==> src/rtl/trap_ctrl.sv <==
// Machine-mode trap sequencer: latches timer/external interrupts, writes mepc/mcause/mstatus, redirects to mtvec; also sequences mret.
// Optional TRAP_INPUT_SYNC_EN adds 2-flop synchronizers on t_intr_i/e_intr_i.
module trap_ctrl #(
    parameter int DW    = 32,
    parameter int ADDRW = 12
) (
    input  logic             clk_i,
    input  logic             rst_i,
    input  logic             t_intr_i,
    input  logic             e_intr_i,
    input  logic             is_mret_i,
    input  logic             commit_valid_i,
    input  logic [DW-1:0]    commit_pc_i,
    input  logic [DW-1:0]    mstatus_i,
    input  logic [DW-1:0]    mie_i,
    input  logic [DW-1:0]    mtvec_i,
    input  logic [DW-1:0]    mepc_i,
    output logic             csr_we_o,
    output logic [ADDRW-1:0] csr_addr_o,
    output logic [DW-1:0]    csr_wdata_o,
    output logic             stall_o,
    output logic             flush_o,
    output logic             redirect_o,
    output logic [DW-1:0]    redirect_pc_o,
    output logic [1:0]       ack_o,
    output logic             busy_o
);

    typedef enum logic [2:0] {
        IDLE    = 3'd0,
        DRAIN   = 3'd1,
        W_EPC   = 3'd2,
        W_CAUSE = 3'd3,
        W_STAT  = 3'd4,
        JUMP    = 3'd5,
        M_STAT  = 3'd6,
        M_JUMP  = 3'd7
    } state_t;

    localparam logic [ADDRW-1:0] ADDR_MSTATUS = ADDRW'(12'h300);
    localparam logic [ADDRW-1:0] ADDR_MEPC    = ADDRW'(12'h341);
    localparam logic [ADDRW-1:0] ADDR_MCAUSE  = ADDRW'(12'h342);

    state_t        state_r;
    logic          cause_ext_r;
    logic          t_in_s;
    logic          e_in_s;
    logic          t_prev_r;
    logic          e_prev_r;
    logic          p_t_r;
    logic          p_e_r;
    logic          take_s;
    logic          take_ext_s;
    logic [4:0]    cause_code_s;
    logic [DW-1:0] cause_s;
    logic [DW-1:0] trap_stat_s;
    logic [DW-1:0] mret_stat_s;
    logic [DW-1:0] base_s;
    logic [DW-1:0] target_s;
    logic          unused_s;

`ifdef TRAP_INPUT_SYNC_EN
    logic [1:0] t_sync_r;
    logic [1:0] e_sync_r;

    // Two-flop synchronizers for the asynchronous interrupt lines
    always_ff @(posedge clk_i or posedge rst_i) begin
        if (rst_i) begin
            t_sync_r <= 2'b00;
            e_sync_r <= 2'b00;
        end else begin
            t_sync_r <= {t_sync_r[0], t_intr_i};
            e_sync_r <= {e_sync_r[0], e_intr_i};
        end
    end

    assign t_in_s = t_sync_r[1];
    assign e_in_s = e_sync_r[1];
`else
    assign t_in_s = t_intr_i;
    assign e_in_s = e_intr_i;
`endif

    // Rising-edge detect and pending flags; a new edge beats the ack clear
    always_ff @(posedge clk_i or posedge rst_i) begin
        if (rst_i) begin
            t_prev_r <= 1'b0;
            e_prev_r <= 1'b0;
            p_t_r    <= 1'b0;
            p_e_r    <= 1'b0;
        end else begin
            t_prev_r <= t_in_s;
            e_prev_r <= e_in_s;
            p_t_r    <= (t_in_s & ~t_prev_r) | (p_t_r & ~ack_o[0]);
            p_e_r    <= (e_in_s & ~e_prev_r) | (p_e_r & ~ack_o[1]);
        end
    end

    assign take_ext_s   = mstatus_i[3] & p_e_r & mie_i[11];
    assign take_s       = take_ext_s | (mstatus_i[3] & p_t_r & mie_i[7]);
    assign cause_code_s = cause_ext_r ? 5'd11 : 5'd7;
    assign cause_s      = {1'b1, {(DW-6){1'b0}}, cause_code_s};
    assign base_s       = {mtvec_i[DW-1:2], 2'b00};

    // mstatus images for trap entry (MPIE<=MIE, MIE<=0) and mret (MIE<=MPIE, MPIE<=1)
    always_comb begin
        trap_stat_s    = mstatus_i;
        trap_stat_s[7] = mstatus_i[3];
        trap_stat_s[3] = 1'b0;
        mret_stat_s    = mstatus_i;
        mret_stat_s[3] = mstatus_i[7];
        mret_stat_s[7] = 1'b1;
        if (mtvec_i[1:0] == 2'b01) begin
            target_s = base_s + DW'({cause_code_s, 2'b00});
        end else begin
            target_s = base_s;
        end
    end

    assign unused_s = ^{mie_i[DW-1:12], mie_i[10:8], mie_i[6:0]};

    // Sequencer; outputs are registered alongside the state they belong to
    always_ff @(posedge clk_i or posedge rst_i) begin
        if (rst_i) begin
            state_r       <= IDLE;
            cause_ext_r   <= 1'b0;
            csr_we_o      <= 1'b0;
            csr_addr_o    <= {ADDRW{1'b0}};
            csr_wdata_o   <= {DW{1'b0}};
            stall_o       <= 1'b0;
            flush_o       <= 1'b0;
            redirect_o    <= 1'b0;
            redirect_pc_o <= {DW{1'b0}};
            ack_o         <= 2'b00;
            busy_o        <= 1'b0;
        end else begin
            csr_we_o      <= 1'b0;
            csr_addr_o    <= {ADDRW{1'b0}};
            csr_wdata_o   <= {DW{1'b0}};
            flush_o       <= 1'b0;
            redirect_o    <= 1'b0;
            redirect_pc_o <= {DW{1'b0}};
            ack_o         <= 2'b00;
            stall_o       <= 1'b1;
            busy_o        <= 1'b1;
            case (state_r)
                IDLE: begin
                    if (is_mret_i) begin
                        state_r     <= M_STAT;
                        flush_o     <= 1'b1;
                        csr_we_o    <= 1'b1;
                        csr_addr_o  <= ADDR_MSTATUS;
                        csr_wdata_o <= mret_stat_s;
                    end else if (take_s) begin
                        state_r     <= DRAIN;
                        cause_ext_r <= take_ext_s;
                    end else begin
                        stall_o <= 1'b0;
                        busy_o  <= 1'b0;
                    end
                end
                DRAIN: begin
                    if (commit_valid_i) begin
                        state_r     <= W_EPC;
                        flush_o     <= 1'b1;
                        csr_we_o    <= 1'b1;
                        csr_addr_o  <= ADDR_MEPC;
                        csr_wdata_o <= commit_pc_i;
                    end else begin
                        state_r <= DRAIN;
                    end
                end
                W_EPC: begin
                    state_r     <= W_CAUSE;
                    csr_we_o    <= 1'b1;
                    csr_addr_o  <= ADDR_MCAUSE;
                    csr_wdata_o <= cause_s;
                end
                W_CAUSE: begin
                    state_r     <= W_STAT;
                    csr_we_o    <= 1'b1;
                    csr_addr_o  <= ADDR_MSTATUS;
                    csr_wdata_o <= trap_stat_s;
                end
                W_STAT: begin
                    state_r       <= JUMP;
                    redirect_o    <= 1'b1;
                    redirect_pc_o <= target_s;
                    ack_o         <= cause_ext_r ? 2'b10 : 2'b01;
                end
                M_STAT: begin
                    state_r       <= M_JUMP;
                    redirect_o    <= 1'b1;
                    redirect_pc_o <= mepc_i;
                end
                JUMP, M_JUMP: begin
                    state_r <= IDLE;
                    stall_o <= 1'b0;
                    busy_o  <= 1'b0;
                end
                default: begin
                    state_r <= IDLE;
                    stall_o <= 1'b0;
                    busy_o  <= 1'b0;
                end
            endcase
        end
    end

endmodule

==> config.mk <==
export PLATFORM = sky130hd
export DESIGN_NAME = trap_ctrl
export DESIGN_NICKNAME = d
export VERILOG_FILES = /design/src/rtl/trap_ctrl.sv
export SDC_FILE = /design/constraint.sdc
export NUM_CORES = 1
export LEC_CHECK = 0
export BUFFER_PORTS_ARGS = -buffer_cell sky130_fd_sc_hd__buf_2
export CAP_MARGIN = 10
export CORE_ASPECT_RATIO = 1.1
export CORE_UTILIZATION = 25
export CTS_CLUSTER_DIAMETER = 120
export DETAILED_ROUTE_END_ITERATION = 10
export HOLD_SLACK_MARGIN = 0.06
export SETUP_SLACK_MARGIN = 0.3
export SLEW_MARGIN = 10
export SYNTH_ARGS = -nofsm -noshare
export SYNTH_HDL_FRONTEND = slang
export SYNTH_SLANG_ARGS = --single-unit
==> constraint.sdc <==
create_clock -name clk_i -period 2.9 [get_ports clk_i]
set_input_delay 0.58 -clock clk_i [delete_from_list [all_inputs] [get_ports clk_i]]
set_output_delay 0.58 -clock clk_i [all_outputs]
set_load 0.05 [all_outputs]
## Yosys cells after proc, flatten, opt, wreduce, memory -nomap -nowiden

Cells that the tools add are included.
Widths: inputs -> output; s select.

- Bits in registers: 90

- Reductions and logical operators: 5
- Add/sub/neg operators: 1
- Eq/ne operators: 9
- Mux-type cells: 23
- Bitwise gates (word level): 16

Operators with widths:

| operator | count |
|---|---|
| $pmux 32 s4 | 1 |
| $mux 32 | 3 |
| $pmux 32 s2 | 1 |
| $pmux 10 s4 | 1 |
| $add 32x6->32 | 1 |
| $pmux 3 s7 | 1 |
| $mux 10 | 2 |
| $eq 3x3->1 const B | 4 |
| $and 1x1->1 | 8 |
| $eq 3x2->1 const B | 2 |
| $mux 2 | 3 |
| $mux 3 | 2 |
| $reduce_or 2->1 | 3 |
| $mux 1 | 5 |
| $not 1->1 | 5 |
| $mux 4 | 1 |
| $pmux 1 s2 | 2 |
| $eq 3x1->1 const B | 1 |
| $logic_not 3->1 | 1 |
| $ne 3x3->1 const B | 1 |
| $or 1x1->1 | 3 |
| $pmux 1 s3 | 1 |
| $reduce_and 3->1 | 1 |
| $eq 2x1->1 const B | 1 |

## Logic depth before layout (Yosys ltp)

Gate-level depths: netlist of the first run.

- Word-level depth: 6
- Depth in mapped cells: 8
- Gate-level depth less buffers: 7

## Worst setup path before layout of the first run

No wires, ideal clock.

- Path type: in2reg
- Start point: in mtvec_i[2]
- End point: reg redirect_pc_o[26]
- Library setup time: 0.069 ns
- Data required time: 2.831 ns
- Cell stages on the path: 8
- Slack: 0.574 ns
- Arrival time: 2.257 ns
- Path through: inv_1 > ha_1 > nand2b_1 > a211o_1 > or4_1 > clkbuf_2 > or4_1 > nand3_1

- Cells in the longest elaborated chain, start to end: 3

Ends and longest elaborated chain:

| what | RTL line | source |
|---|---|---|
| start, declared | 16 | `input logic [DW-1:0] mtvec_i,` |
| $add 32x6->32 | 114 | `target_s = base_s + DW'({cause_code_s, 2'b00});` |
| $mux 32 | 113 | `if (mtvec_i[1:0] == 2'b01) begin` |
| $pmux 32 s2 | 146 | `case (state_r)` |
| end signal, assigned | 133 | `redirect_pc_o <= {DW{1'b0}};` |
| end signal, assigned | 142 | `redirect_pc_o <= {DW{1'b0}};` |
| end signal, assigned | 188 | `redirect_pc_o <= target_s;` |
| end, declared | 24 | `output logic [DW-1:0] redirect_pc_o,` |

No other way between the ends.
A chain may end at the register's enable or synchronous reset.

## Worst setup path in the final report of the first run

- Start point: reg cause_ext_r
- End point: reg redirect_pc_o[26]

- Cells in the longest elaborated chain, start to end: 4

Ends and longest elaborated chain:

| what | RTL line | source |
|---|---|---|
| start, declared | 45 | `logic cause_ext_r;` |
| start signal, assigned | 156 | `cause_ext_r <= take_ext_s;` |
| $mux 4 | 101 | `assign cause_code_s = cause_ext_r ? 5'd11 : 5'd7;` |
| $add 32x6->32 | 114 |  |
| $mux 32 | 113 |  |
| $pmux 32 s2 | 146 |  |

No other way between the ends.

==> results of run 1 <==
## Yosys cell counts, drive strengths merged (5+ instances only)
cell type  instances  area (µm²)
dfrtp             82        2052
o21ai             30       150.1
a22o              26       227.7
nor2              26       97.59
a21oi             25       125.1
clkbuf            23       87.58
xnor2             23       201.4
nand2             22       82.58
inv               14       52.55
nand3             13       82.58
nor3              11       55.05
buf                9       67.56
nor4               7       43.79
a31oi              6       37.54
nand2b             6       37.54
o22ai              5       31.28
## placed cells by master, fill, tap and decap left out, types with 2 or more instances in the layout
master        n
a211o_1       2
a21oi_1      24
a221oi_1      3
a22o_1       26
a22oi_1       2
a31oi_1       6
and2_1        2
and3_1        4
and4_1        3
buf_2       211
buf_4         7
clkbuf_16     9
clkinvlp_4    3
conb_1        7
dfrtp_1      81
ha_1          3
inv_1        13
mux2i_1       4
nand2_1      22
nand2b_1      6
nand3_1      11
nand4_1       4
nor2_1       25
nor3_1       11
nor4_1        6
o21ai_0      30
o22ai_1       5
or2_2         3
or4_1         2
xnor2_1      23
xor2_1        2
## state kept, by name (all words and copies together) (netlist names)
signal,cells
ack_o,2
busy_o,1
cause_ext_r,1
csr_addr_o,4
csr_wdata_o,32
csr_we_o,1
e_prev_r,1
flush_o,1
p_e_r,1
p_t_r,1
redirect_o,1
redirect_pc_o,32
state_r,3
t_prev_r,1
## how the worst min path moves through the flow
stage                        start             to  slack (ns)  cells after the start
after global placement    e_prev_r          p_e_r        0.42                      1
after global routing      e_intr_i       e_prev_r        0.35                      1
after CTS                    rst_i  csr_addr_o[6]        0.34                      2
after floorplan           e_prev_r          p_e_r        0.41                      1
after detailed placement  t_prev_r          p_t_r        0.43                      1
final                        rst_i  csr_addr_o[6]        0.33                      2
## metrics by stage
step	hold WS (ns)	util (%)	setup WS (ns)	total power [mW]	cells
CTS	0.3416	36.43	0.3963	5.816	772
floorplan	0.4094	-	0.5735	3.861	378
global route	0.3466	36.48	0.3749	6.063	772
detailed placement	0.4328	34.42	0.2826	4.643	757
global placement	0.4163	34.42	0.3441	4.609	757
finish	0.3274	36.48	0.5270	5.722	772
## final cells by class
type | count | area [µm²] | area share, %
multi-input combinational | 249 | 1558 | 29.21
timing repair buffer | 219 | 1129 | 21.16
clock inverter | 6 | 67.56 | 1.267
sequential | 82 | 2053 | 38.50
tap | 192 | 240.2 | 4.505
clock buffer | 9 | 225.2 | 4.223
inverter | 15 | 60.06 | 1.126
## power breakdown
part           switching (mW)  internal (mW)
logic                    2.21          0.711
registers               0.139           1.53
clock network           0.470          0.665
total                    2.82           2.91
## worst register-to-register path: stages, from the launching register on
cell	delay, ns
dfrtp_2	0.43
inv_1	0.08
ha_1	0.33
nand2b_1	0.08
a211o_1	0.33
or4_1	0.53
or4_1	0.44
nand3_1	0.09
## cells by family after synthesis
family          share of synthesized area [%]
compound gates                          18.04
xor+xnor                                5.783
fa+ha+maj                              0.9915
buf+inv                                 5.585
flops                                   54.20
mux                                     1.058
other cells                           0.09905
simple gates                            14.24
## layer usage
metal | GRT usage (%) | up-vias | wire length (µm)
met2 | 26.57 | 175 | 5777
li1 | - | 1720 | -
met4 | 4.779 | 0 | 113
met1 | 17.79 | 1670 | 5097
met3 | 4.196 | 11 | 937
met5 | 0 | - | 0
==> impl_metrics.env, run 1 <==
export IMPL_drcViolationCount=0
export IMPL_wirelength_um=11930
export IMPL_core_um2=14620
export IMPL_hold_viol=0
export IMPL_dpl_hpwl_um=8912
export IMPL_vias_per_cell=4.632
export IMPL_first_iter_violations=123
export IMPL_root_buffer="clkbuf_16"
export IMPL_fin_crit_ns=2.373
export IMPL_clock_sinks=82
export IMPL_fin_tns_setup_ns=0
export IMPL_drive_gt1_share_pct=42.24
export IMPL_rsz0062_at_grt="no"
export IMPL_critPathLaunch="cause_ext_r"
export IMPL_power_leakage_nw=2.780
export IMPL_cts_buffers=9
export IMPL_seq_area_frac_synth_pct=54.20
export IMPL_start_util_pct=25.90
export IMPL_crit_cells=7
export IMPL_ys_seq_elements=82
export IMPL_grt_pass1_vias=3438
export IMPL_clock_path_buffers=2
export IMPL_ir_drop_uv=452.7
export IMPL_setup_violations=0
export IMPL_hp_class="input port to asynchronous set/reset pin"
export IMPL_place_area_um2=5032
export IMPL_timing_rr_end="redirect_pc_o[26]"
export IMPL_grt_overflow=0
export IMPL_slowest_stage="or4_1"
export IMPL_critPathBufInv=1
export IMPL_fin_crit_sh_pct=81.83
export IMPL_crit_chain="inv_1 -> ha_1 -> nand2b_1 -> a211o_1 -> or4_1 -> or4_1 -> nand3_1"
export IMPL_cts_resized_gates=0
export IMPL_diodes=0
export IMPL_track_usage_pct=15.04
export IMPL_boundaryPins=249
export IMPL_synth_avg_cell_area_um2=10.18
export IMPL_yosysWarnings=0
export IMPL_area_delta_synth_final_pct=40.85
export IMPL_netlist_area_um2=3786
export IMPL_final_area_um2=5333
export IMPL_synth_distinct_cells=41
export IMPL_cp_common_cell="or4_1"
export IMPL_post_drt_wl_per_cell_um=15.45
export IMPL_crit_required_ns=3.17
export IMPL_synth_top_flop_cell="dfrtp_1"
export IMPL_max_slew_margin_rel_pct=52.43
export IMPL_detail_route_antenna_nets=0
export IMPL_grt_max_degree=58
export IMPL_post_cts_setup_buffers=0
export IMPL_synth_edff_count=0
export IMPL_slowest_delay_ns=0.53
export IMPL_die_width_um=119.3
export IMPL_fp_dieH_um=131.1
export IMPL_setup_worst_path_end="redirect_pc_o[26]"
export IMPL_critPathCaptureType="register"
export IMPL_pwr_density_cell_nw_per_um2=1073
export IMPL_fill_cells=1492
export IMPL_firstDrtPassIters=4
export IMPL_gp_congestion=0.8085
export IMPL_drv_slew=0
export IMPL_ff2ff_path_depth=7
export IMPL_cts_hold_buf=0
export IMPL_synthCells=372
export IMPL_critPathArrivalTime_ns=2.64
export IMPL_worstReg2RegStart="cause_ext_r"
export IMPL_cts_tree="built"
export IMPL_cp_start_kind="register"
export IMPL_crit_type="register to register"
export IMPL_tightest_slew_ns=0.7128
export IMPL_grt_pass1_wl_um=17730
export IMPL_cts_clk_slew_worst_paths_ns=0.06
export IMPL_rows=46
export IMPL_maxCapViolations=0
export IMPL_nNetsFinal=745
export IMPL_clock_latency_ns=0.34
export IMPL_reg2reg_slack_ns=0.53
export IMPL_antenna_found_initial=0
export IMPL_status="complete, no violations"
export IMPL_clock_skew_ns=0.007238
export IMPL_die_area_um2=15640
export IMPL_async_flop_share_pct=100.0
export IMPL_cts_max_level=3
export IMPL_cp_max_fo=6
export IMPL_fmax_mhz=421.4
export IMPL_num_vias=3576
export IMPL_cp_top_family="simple AND/OR/NAND/NOR gates"
export IMPL_port_buffers=211
No activity file was read; power rests on OpenSTA's default activity.
==> run 2: changes to the inputs <==
- clock period: 2.9 -> 2.16 ns (I/O delays scaled with it)
==> run 2 against run 1 <==
Net effect: register-to-register slack worse by 0.47 ns; cell area increased by 10%; largest power group unchanged; sequential share of layout area shrank 3.6 points; clock skew increased by 0.0039 ns; sequential power rose by 32%; first-iteration DRC count decreased by 5.7%.
==> impl_metrics.env, run 2 (synthesis gave the netlist of run 1 again) <==
export IMPL_timing_rr_end="redirect_pc_o[10]"
export IMPL_fin_crit_sh_pct=97.31
export IMPL_crit_required_ns=2.41
export IMPL_crit_type="register to register"
export IMPL_cp_start_kind="register"
export IMPL_dp_slack_ns=-0.04912
export IMPL_ir_drop_uv=497.9
export IMPL_hold_slack_ns=0.06821
export IMPL_drcViolationCount=0
export IMPL_status="complete, no violations"
export IMPL_wirelength_um=12330
export IMPL_regArea_um2=2053
export IMPL_first_iter_violations=116
export IMPL_clock_skew_ns=0.01112
export IMPL_cp_top_family="compound AO/OA/AOI/OAI gates"
export IMPL_setup_worst_path_end="redirect_pc_o[10]"
export IMPL_track_usage_pct=15.09
export IMPL_setup_violations=0
export IMPL_rsz0062_at_grt="yes"
export IMPL_multi_input_area_um2=1888
export IMPL_die_area_um2=15640
export IMPL_die_width_um=119.3
export IMPL_critPathCaptureType="register"
export IMPL_power_leakage_nw=3.123
export IMPL_drv_slew=0
export IMPL_gp_congestion=0.7713
export IMPL_max_slew_margin_rel_pct=62.73
export IMPL_post_drt_wl_per_cell_um=15.50
export IMPL_tightest_slew_ns=0.5576
export IMPL_grt_pass1_wl_um=18000
export IMPL_critPathBufInv=2
export IMPL_grt_pass1_vias=3646
export IMPL_vias_per_cell=4.711
export IMPL_worstReg2RegStart="cause_ext_r"
export IMPL_firstDrtPassIters=4
export IMPL_fmax_mhz=475.7
export IMPL_root_buffer="clkbuf_16"
export IMPL_antenna_found_initial=0
export IMPL_nNetsFinal=767
export IMPL_start_util_pct=25.90
export IMPL_clock_path_buffers=2
export IMPL_maxCapViolations=0
export IMPL_clock_sinks=82
export IMPL_cts_buffers=9
export IMPL_pwr_density_cell_nw_per_um2=1364
export IMPL_fill_cells=1447
export IMPL_grt_max_degree=69
export IMPL_ff2ff_path_depth=7
export IMPL_grt_overflow=0
export IMPL_rows=46
export IMPL_critPathArrivalTime_ns=2.35
export IMPL_layout_commonest_cell="buf_2"
export IMPL_final_cell_mix="buf_2 (211), dfrtp_1 (81), o21ai_0 (27)"
export IMPL_drive_gt1_share_pct=50.41
export IMPL_diodes=0
export IMPL_slowest_delay_ns=0.45
export IMPL_num_vias=3745
export IMPL_area_delta_synth_final_pct=55.52
export IMPL_fin_crit_ns=2.102
export IMPL_hold_viol=0
export IMPL_detail_route_antenna_nets=0
export IMPL_dpl_hpwl_um=9119
export IMPL_core_um2=14620
export IMPL_cp_max_fo=8
export IMPL_cts_max_level=3
export IMPL_cts_tree="built"
export IMPL_port_buffers=211
export IMPL_hp_class="input port to asynchronous set/reset pin"
export IMPL_reg_top3="csr_wdata_o (32), redirect_pc_o (32), csr_addr_o (4)"
export IMPL_cts_clk_slew_worst_paths_ns=0.07
export IMPL_critPathLaunch="cause_ext_r"
export IMPL_reg2reg_slack_ns=0.06
export IMPL_crit_chain="ha_4 -> o21ai_4 -> a211o_1 -> buf_4 -> buf_12 -> or3_4 -> a311oi_2"
export IMPL_clock_latency_ns=0.34
export IMPL_crit_cells=7
export IMPL_fp_dieH_um=131.1
export IMPL_setup_slack_ns=0.05804
export IMPL_boundaryPins=249
export IMPL_slowest_stage="dfrtp_2"
## run 2: cell count changes in the layout (fill, tap and decap cells not counted), sizes merged
| cell | change |
|---|---|
| inv | -1 |
| buf | +22 |
| clkbuf | +2 |
## run 2: worst min-delay path by stage
stage | end | slack, ns | cells after the start
3_3_place_gp | redirect_pc_o[27] | 0.42 | 2
6_report | redirect_pc_o[25] | 0.07 | 2
4_1_cts | redirect_pc_o[25] | 0.06 | 2
2_1_floorplan | p_e_r | 0.41 | 1
3_5_place_dp | p_e_r | 0.42 | 1
5_1_grt | redirect_pc_o[25] | 0.07 | 2
## run 2: through the flow
| stage | power (mW) | setup TNS (ns) | util [%] | instances | cell area [µm²] |
|---|---|---|---|---|---|
| 3_3_place_gp | 6.405 | -0.02542 | 35.88 | 773 | 5245 |
| 6_report | 8.033 | 0 | 40.28 | 795 | 5888 |
| 3_5_place_dp | 6.470 | -0.05589 | 35.88 | 773 | 5245 |
| 2_1_floorplan | 5.247 | 0 | - | 378 | 3881 |
| 5_1_grt | 8.496 | 0 | 40.28 | 795 | 5888 |
| 4_1_cts | 8.050 | 0 | 38.50 | 792 | 5628 |
## run 2: power by group
group	total (mW)	switching, mW	internal, mW
registers	2.21	0.157	2.05
clock network	1.49	0.595	0.891
logic	4.34	3.12	1.21
## run 2: per-layer routing
metal | vias up | part of all wire [%] | GRT usage (%)
li1 | 1764 | - | -
met1 | 1777 | 40 | 17.33
met2 | 186 | 50 | 26.30
met3 | 18 | 8.3 | 4.671
met4 | 0 | 1.7 | 6.176
met5 | - | 0 | 0
## run 2: layout make-up
type | instances | share of cell area [%]
multi-input cells | 249 | 32.07
well taps | 192 | 4.080
repair buffers | 241 | 23.08
clock buffers | 11 | 3.952
flip-flops and latches | 82 | 34.87
inverters | 15 | 1.020
clock inverters | 5 | 0.9350
## run 2: what timing repair did
| item | CTS | global route |
|---|---|---|
| gates cloned | 0 | 0 |
| pin swaps | 2 | 19 |
| hold buffers | 0 | 0 |
| setup endpoints to repair | 24 | 25 |
| gates resized for setup | 13 | 43 |
| setup buffers | 3 | 3 |
## run 2: worst register-to-register path, delay by kind of cell, from the launching register on
| kind | cells | cell delay [ns] |
|---|---|---|
| fa+ha+maj | 1 | 0.30 |
| compound gates | 3 | 0.62 |
| flops | 1 | 0.45 |
| buf+inv | 2 | 0.29 |
| simple gates | 1 | 0.37 |
==> run 3: changes to the inputs <==
- CORE_ASPECT_RATIO: 1.1 -> unset
- CORE_MARGIN: unset -> 5
==> run 3 against run 2 <==
Net effect: global-route usage is 0.051 points higher; sequential share of layout area down 0.54 points; clock power is essentially flat; clock skew is 0.0038 ns lower; critical endpoint is now redirect_pc_o[26]; largest power group unchanged.
==> impl_metrics.env, run 3 (synthesis gave the netlist of run 1 again) <==
export IMPL_status="complete, no violations"
export IMPL_critPathArrivalTime_ns=2.37
export IMPL_core_um2=15030
export IMPL_drive_gt1_share_pct=52.73
export IMPL_die_width_um=133.1
export IMPL_dp_cells=768
export IMPL_track_usage_pct=15.14
export IMPL_num_vias=3750
export IMPL_regArea_um2=2053
export IMPL_fmax_mhz=476.9
export IMPL_tightest_slew_ns=0.6878
export IMPL_port_buffers=211
export IMPL_multi_input_area_um2=1987
export IMPL_crit_required_ns=2.43
export IMPL_diodes=0
export IMPL_rsz0062_at_grt="yes"
export IMPL_clock_skew_ns=0.007276
export IMPL_fin_crit_sh_pct=97.07
export IMPL_nNetsFinal=769
export IMPL_stdcell_count=793
export IMPL_clock_sinks=82
export IMPL_total_power_mw=8.020
export IMPL_fp_dieH_um=133.1
export IMPL_area_delta_synth_final_pct=57.96
export IMPL_die_area_um2=17710
export IMPL_hold_viol=0
export IMPL_cp_max_fo=3
export IMPL_start_util_pct=25.19
export IMPL_ir_drop_uv=482.0
export IMPL_crit_type="register to register"
export IMPL_clock_latency_ns=0.34
export IMPL_boundaryPins=249
export IMPL_cts_clk_slew_worst_paths_ns=0.06
export IMPL_drcViolationCount=0
export IMPL_grt_max_degree=39
export IMPL_drv_slew=0
export IMPL_final_area_um2=5981
export IMPL_cp_start_kind="register"
export IMPL_fin_crit_ns=2.097
export IMPL_pwr_density_cell_nw_per_um2=1341
export IMPL_first_iter_violations=162
export IMPL_cts_max_level=3
export IMPL_post_drt_wl_per_cell_um=17.03
export IMPL_cts_tree="built"
export IMPL_clock_path_buffers=2
export IMPL_wirelength_um=13500
export IMPL_cts_hold_buf=0
export IMPL_power_leakage_nw=3.200
export IMPL_max_slew_margin_rel_pct=54.05
export IMPL_maxCapViolations=0
export IMPL_critPathCaptureType="register"
export IMPL_firstDrtPassIters=4
export IMPL_cts_buffers=9
export IMPL_grt_overflow=0
export IMPL_root_buffer="clkbuf_16"
export IMPL_detail_route_antenna_nets=0
export IMPL_setup_violations=0
export IMPL_dpl_hpwl_um=10100
export IMPL_gp_congestion=0.8057
export IMPL_reg_top3="csr_wdata_o (32), redirect_pc_o (32), csr_addr_o (4)"
export IMPL_final_cell_mix="buf_2 (211), dfrtp_1 (81), o21ai_0 (27)"
export IMPL_grt_pass1_vias=3953
export IMPL_fill_cells=1488
export IMPL_antenna_found_initial=1
export IMPL_grt_pass1_wl_um=20970
export IMPL_place_area_um2=5207
export IMPL_hp_class="input port to asynchronous set/reset pin"
export IMPL_vias_per_cell=4.729
export IMPL_fin_util_pct=39.78
export IMPL_layout_commonest_cell="buf_2"
export IMPL_rows=45
[run 3: cell count changes in the layout (fill, tap and decap cells not counted), moves of 3 or more]
cell / delta
nor2_1: -3
nor3_2: -3
xnor2_1: -8
buf_4: +3
xnor2_2: +7
a21oi_1: -3
nor3_4: +3
clkbuf_8: +3
a21oi_2: +3
[run 3: path summary, 6_finish.rpt]
kind | from | endpoint | slack [ns] | cells after the start
min reg2reg | e_prev_r | p_e_r | 0.43 | 1
min | rst_i | redirect_pc_o[19] | 0.20 | 2
max reg2reg | cause_ext_r | redirect_pc_o[26] | 0.06 | 7
min in group clk_i | e_intr_i | e_prev_r | 0.22 | 1
max | cause_ext_r | redirect_pc_o[26] | 0.06 | 7
max in group asynchronous | rst_i | cause_ext_r | 1.40 | 3
[run 3: stage by stage]
step | hold slack (ns) | worst slack [ns] | TNS [ns]
floorplan | 0.4094 | 0.07337 | 0
global placement | 0.4161 | -0.04783 | -0.06623
detailed placement | 0.4237 | -0.04150 | -0.06482
CTS | 0.1979 | 0.04604 | 0
global route | 0.2018 | -0.002903 | -0.005758
finish | 0.1951 | 0.06318 | 0
[run 3: area by class of cell]
| class | instances | share of cell area, % |
|---|---|---|
| Clock inverter | 2 | 0.1674 |
| Tap cell | 188 | 3.933 |
| Sequential cell | 82 | 34.33 |
| Clock buffer | 14 | 4.582 |
| Inverter | 15 | 1.004 |
| Multi-Input combinational cell | 249 | 33.22 |
| Timing Repair Buffer | 243 | 22.76 |
[run 3: worst max-delay path, stage by stage (launching register included)]
cell	delay (ns)
dfrtp_2	0.42
inv_2	0.07
ha_4	0.29
nand2b_4	0.06
a211o_1	0.29
or4_4	0.43
or4_1	0.41
nand3_1	0.08
[run 3: power breakdown]
group	leakage [nW]	switching [mW]	internal (mW)
logic	1.98	3.14	1.16
registers	1.08	0.194	2.06
clock network	0.143	0.599	0.871
[run 3: timing repair]
item	in CTS	in global routing
cloned	1	0
pin swaps	27	23
setup endpoints to repair	22	26
buffers inserted	7	1
gates resized for setup	35	41
[run 3: routing by layer]
metal,share of wire [%],global-route usage (%),vias to the layer above
li1,-,-,1766
met1,40,17.91,1800
met2,49,25.65,161
met3,9.3,5.133,21
met4,1.9,5.254,2
met5,0.11,0,-
